--- src/rtl/generic_pipe_staging_pkg.sv ---
// ============================================================================
// Module : generic_pipe_staging_pkg
// Shared sizing helper for the staged pipeline.
// Rev    : 1.0
// ============================================================================
`default_nettype none

package generic_pipe_staging_pkg;

  // Occupancy counter width: enough bits for 0..depth, at least one bit.
  function automatic int occ_width(input int depth);
    if (depth <= 0) return 1;
    return $clog2(depth + 1);
  endfunction

endpackage

`default_nettype wire

--- src/rtl/generic_pipe_stage.sv ---
// ============================================================================
// Module : generic_pipe_stage
// One pipeline slot: valid flop, enabled data flop and its ready term.
// Rev    : 1.0
// ============================================================================
`default_nettype none

module generic_pipe_stage
  import generic_pipe_staging_pkg::*;
#(
  parameter int              WIDTH       = 8,
  parameter logic [WIDTH-1:0] RESET_VALUE = '0,
  parameter bit              COLLAPSE    = 1'b1
) (
  input  logic             clk,
  input  logic             rst_n,
  input  logic             flush,
  input  logic             adv,
  input  logic             down_rdy,
  input  logic             up_valid,
  input  logic [WIDTH-1:0] up_data,
  output logic             rdy,
  output logic             valid,
  output logic [WIDTH-1:0] data
);

  logic             valid_q;
  logic             valid_d;
  logic [WIDTH-1:0] data_q;
  logic [WIDTH-1:0] data_d;

  always_comb begin
    rdy     = COLLAPSE ? (~valid_q | down_rdy) : adv;
    valid_d = valid_q;
    data_d  = data_q;
    if (flush) begin
      valid_d = 1'b0;
    end else if (rdy) begin
      valid_d = up_valid;
      // Bubbles leave the previous payload in place.
      if (up_valid) data_d = up_data;
    end
  end

  always_ff @(posedge clk) begin
    if (!rst_n) begin
      valid_q <= 1'b0;
      data_q  <= RESET_VALUE;
    end else begin
      valid_q <= valid_d;
      data_q  <= data_d;
    end
  end

  assign valid = valid_q;
  assign data  = data_q;

endmodule

`default_nettype wire

--- src/rtl/generic_pipe_staging.sv ---
// ============================================================================
// Module : generic_pipe_staging
// Valid/ready register pipeline with selectable collapse or global stall.
// Rev    : 1.0
// ============================================================================
`default_nettype none

module generic_pipe_staging
  import generic_pipe_staging_pkg::*;
#(
  parameter int              WIDTH       = 8,
  parameter int              DEPTH       = 2,
  parameter logic [WIDTH-1:0] RESET_VALUE = '0,
  parameter bit              COLLAPSE    = 1'b1
) (
  input  logic                         clk,
  input  logic                         rst_n,
  input  logic                         flush,
  input  logic                         in_valid,
  output logic                         in_ready,
  input  logic [WIDTH-1:0]             in_data,
  output logic                         out_valid,
  input  logic                         out_ready,
  output logic [WIDTH-1:0]             out_data,
  output logic [occ_width(DEPTH)-1:0]  occupancy,
  output logic                         empty,
  output logic                         full
);

  localparam int OCC_W = occ_width(DEPTH);

  if (DEPTH <= 0) begin : g_pass
    logic unused_pass;
    assign unused_pass = clk ^ rst_n;
    assign out_valid   = in_valid & ~flush;
    assign in_ready    = out_ready & ~flush;
    assign out_data    = in_data;
    assign occupancy   = '0;
    assign empty       = 1'b1;
    assign full        = 1'b1;
  end else begin : g_pipe
    logic [DEPTH-1:0] v;
    logic [DEPTH-1:0] rdy;
    logic [WIDTH-1:0] d [DEPTH];
    logic             w_adv;
    logic             w_in_ready;
    logic [OCC_W-1:0] w_occ;

    assign w_adv      = ~v[DEPTH-1] | out_ready;
    assign w_in_ready = rdy[0] & ~flush;

    for (genvar i = 0; i < DEPTH; i++) begin : g_stage
      logic             w_up_valid;
      logic [WIDTH-1:0] w_up_data;
      logic             w_down_rdy;

      if (i == 0) begin : g_first
        assign w_up_valid = in_valid & w_in_ready;
        assign w_up_data  = in_data;
      end else begin : g_chain
        assign w_up_valid = v[i-1];
        assign w_up_data  = d[i-1];
      end

      if (i == DEPTH - 1) begin : g_last
        assign w_down_rdy = out_ready;
      end else begin : g_inner
        assign w_down_rdy = rdy[i+1];
      end

      generic_pipe_stage #(
        .WIDTH       (WIDTH),
        .RESET_VALUE (RESET_VALUE),
        .COLLAPSE    (COLLAPSE)
      ) u_stage (
        .clk      (clk),
        .rst_n    (rst_n),
        .flush    (flush),
        .adv      (w_adv),
        .down_rdy (w_down_rdy),
        .up_valid (w_up_valid),
        .up_data  (w_up_data),
        .rdy      (rdy[i]),
        .valid    (v[i]),
        .data     (d[i])
      );
    end

    always_comb begin
      w_occ = '0;
      for (int i = 0; i < DEPTH; i++) w_occ = w_occ + OCC_W'(v[i]);
    end

    assign in_ready  = w_in_ready;
    assign out_valid = v[DEPTH-1] & ~flush;
    assign out_data  = d[DEPTH-1];
    assign occupancy = w_occ;
    assign empty     = (w_occ == '0);
    assign full      = (w_occ == OCC_W'(DEPTH));
  end

endmodule

`default_nettype wire

--- config.mk ---
export PLATFORM = sky130hd
export DESIGN_NAME = generic_pipe_staging
export DESIGN_NICKNAME = d
export VERILOG_FILES = /design/src/rtl/generic_pipe_staging_pkg.sv /design/src/rtl/generic_pipe_stage.sv /design/src/rtl/generic_pipe_staging.sv
export SDC_FILE = /design/constraint.sdc
export NUM_CORES = 1
export LEC_CHECK = 0
export CORE_MARGIN = 5
export CORE_UTILIZATION = 44
export CTS_CLUSTER_DIAMETER = 80
export DETAILED_ROUTE_END_ITERATION = 10
export PLACE_DENSITY_LB_ADDON = 0.3
export RECOVER_POWER = 25
export SKIP_CTS_REPAIR_TIMING = 1
export SYNTH_ARGS = -nofsm -noshare
export SYNTH_HDL_FRONTEND = slang
export SYNTH_HIERARCHICAL = 1
export SYNTH_SLANG_ARGS = --single-unit
--- constraint.sdc ---
create_clock -name clk -period 2 [get_ports clk]
set_input_delay 0.4 -clock clk [delete_from_list [all_inputs] [get_ports clk]]
set_output_delay 0.4 -clock clk [all_outputs]
set_load 0.02 [all_outputs]
==> flow_summary.json <==
{
  "grt_pass1_vias": 544,
  "syn2layout_area_growth_pct": 39.3,
  "gr-total-overflow": 0,
  "criticalPathCategory": "primary input to output port",
  "clkTransAtPathRegs_ns": 0.10,
  "arrival_ns": 1.51,
  "track_usage_pct": 12.2,
  "fp.dieW_um": 53.5,
  "cts_buffer_depth": 2,
  "synthesis.area_um2": 833,
  "hold_path_depth": 2,
  "vias": 639,
  "rows": 15,
  "core-area_um2": 1760,
  "finalMaxSlewViolations": 0,
  "clk_latency_ns": 0.28,
  "fmax_mhz": 524,
  "cts-buffers-inserted": 3,
  "cts.sinks": 18,
  "portBuffers": 26,
  "start_kind": "primary input",
  "crit_fanout": 2,
  "hpwl_um": 1160,
  "wl_met3_um": 80,
  "peakVddDrop_uv": 503,
  "die_height_um": 53.5,
  "grt_max_degree": 35,
  "rsz0062_at_grt": "false",
  "synthesis.nets": 105,
  "die-area_um2": 2860,
  "viasPerCell": 4.44,
  "multiInputGateArea_um2": 414,
  "wl_met2_um": 672,
  "power_leakage_uw": 0.000453,
  "fin_tns_setup_ns": 0,
  "outcome": "complete, no violations",
  "reg2regPathDepth": 7,
  "hold_viol": 0,
  "topRoutingLayerUsed": "met4",
  "diodes": 0,
  "wl_per_cell_um": 10.3,
  "drv_cap": 0,
  "cts_tree": "built",
  "pin_count": 27,
  "placed_area_um2": 1120,
  "avgSynthCellArea_um2": 9.26,
  "final_util_pct": 65.8,
  "dr.pass1.iters": 5,
  "max_slew_margin_pct": 63.5,
  "end_kind": "output port",
  "syn_inst": 90,
  "drt_wl_total_um": 1490,
  "fillers": 148,
  "setup_viol": 0,
  "critPathRequiredTime_ns": 1.60,
  "cts_root_buffer": "clkbuf_4",
  "htreeDepth": 1,
  "initialDrtViolationCount": 12,
  "regArea_um2": 362,
  "layout-drive-gt1-share_pct": 16.0,
  "design_area_um2": 1160,
  "tightest_slew_ns": 0.547,
  "clock_skew_ns": 0.000933,
  "antenna_found_initial": 0,
  "min_period_over_period_pct": 95.5,
  "p_per_area_nw_per_um2": 567,
  "finalWeightedCongestion": 0.674,
  "initial_core_util_pct": 47.2,
  "drc": 0,
  "layout_min_cycle_time_ns": 1.91,
  "fin_nets": 135,
  "grt_pass1_wl_um": 2500,
  "yosysWarnings": 6,
  "wl_met1_um": 722,
  "hold_path_class": "flip-flop to flip-flop",
  "antenna_left": 0
}
## metrics by stage
stage	hold slack [ns]	setup WS, ns	total power [µW]	instances
2_1_floorplan	0.435	0.546	416	90
3_3_place_gp	0.440	-0.290	451	140
3_5_place_dp	0.448	-0.319	452	140
4_1_cts	0.468	-0.305	669	144
5_1_grt	0.491	0.0156	693	144
6_report	0.463	0.0898	658	144
## report_power, final
part | leakage (µW) | switching, µW | internal, µW
combinational | 0.000286 | 31.3 | 42.1
sequential | 0.000146 | 3.92 | 365
clock | 0.0000210 | 105 | 111
## final cells by class
class                      instances  share of cell area, %
clock buffer                       4                   3.13
inverter                           4                   1.29
multi-input combinational         61                   35.7
sequential                        18                   31.1
tap                               25                   2.69
timing repair buffer              32                   26.1
## cells in the final DEF (no fill, tap or decap)
| cell type | instances |
|---|---|
| nand2_1 | 32 |
| clkdlybuf4s50_1 | 22 |
| dfxtp_1 | 17 |
| mux2i_1 | 16 |
| buf_4 | 5 |
| inv_1 | 4 |
| clkbuf_4 | 3 |
| and2b_2 | 2 |
| ha_1 | 2 |
| nor2b_4 | 2 |
| nor2_1 | 2 |
| nor3b_1 | 2 |
| clkbuf_2 | 2 |
| dlymetal6s2s_1 | 2 |
| and3b_2 | 1 |
| clkbuf_8 | 1 |
| nor3b_4 | 1 |
| dfxtp_2 | 1 |
| nor3b_2 | 1 |
| dlygate4sd3_1 | 1 |
## worst paths after layout
kind	slack, ns	from	endpoint
setup / recovery	0.09	out_ready	in_ready
hold / removal	0.46	g_pipe.g_stage[1].u_stage/data[4]	g_pipe.g_stage[1].u_stage/data[4]
setup reg to reg	0.33	g_pipe.g_stage[1].u_stage/valid	g_pipe.g_stage[0].u_stage/data[6]
hold reg to reg	0.46	g_pipe.g_stage[1].u_stage/data[4]	g_pipe.g_stage[1].u_stage/data[4]
## worst max-delay path: stages
cell	delay [ns]
clkdlybuf4s50_1	0.44
nor2b_4	0.12
inv_1	0.07
nor2b_4	0.11
inv_1	0.05
and2b_2	0.18
clkbuf_2	0.15
## registers in the layout, summed over array words and instances (netlist names)
name                          cells
g_pipe.g_stage.u_stage/data      16
g_pipe.g_stage.u_stage/valid      2
## metal layers
layer  vias to the layer above  global-route usage (%)
li1                        345                       -
met1                       280                    16.2
met2                        12                    18.4
met3                         2                    4.23
met4                         0                    3.83
met5                         -                       0
Note: power is estimated with default switching activity, not from simulation.
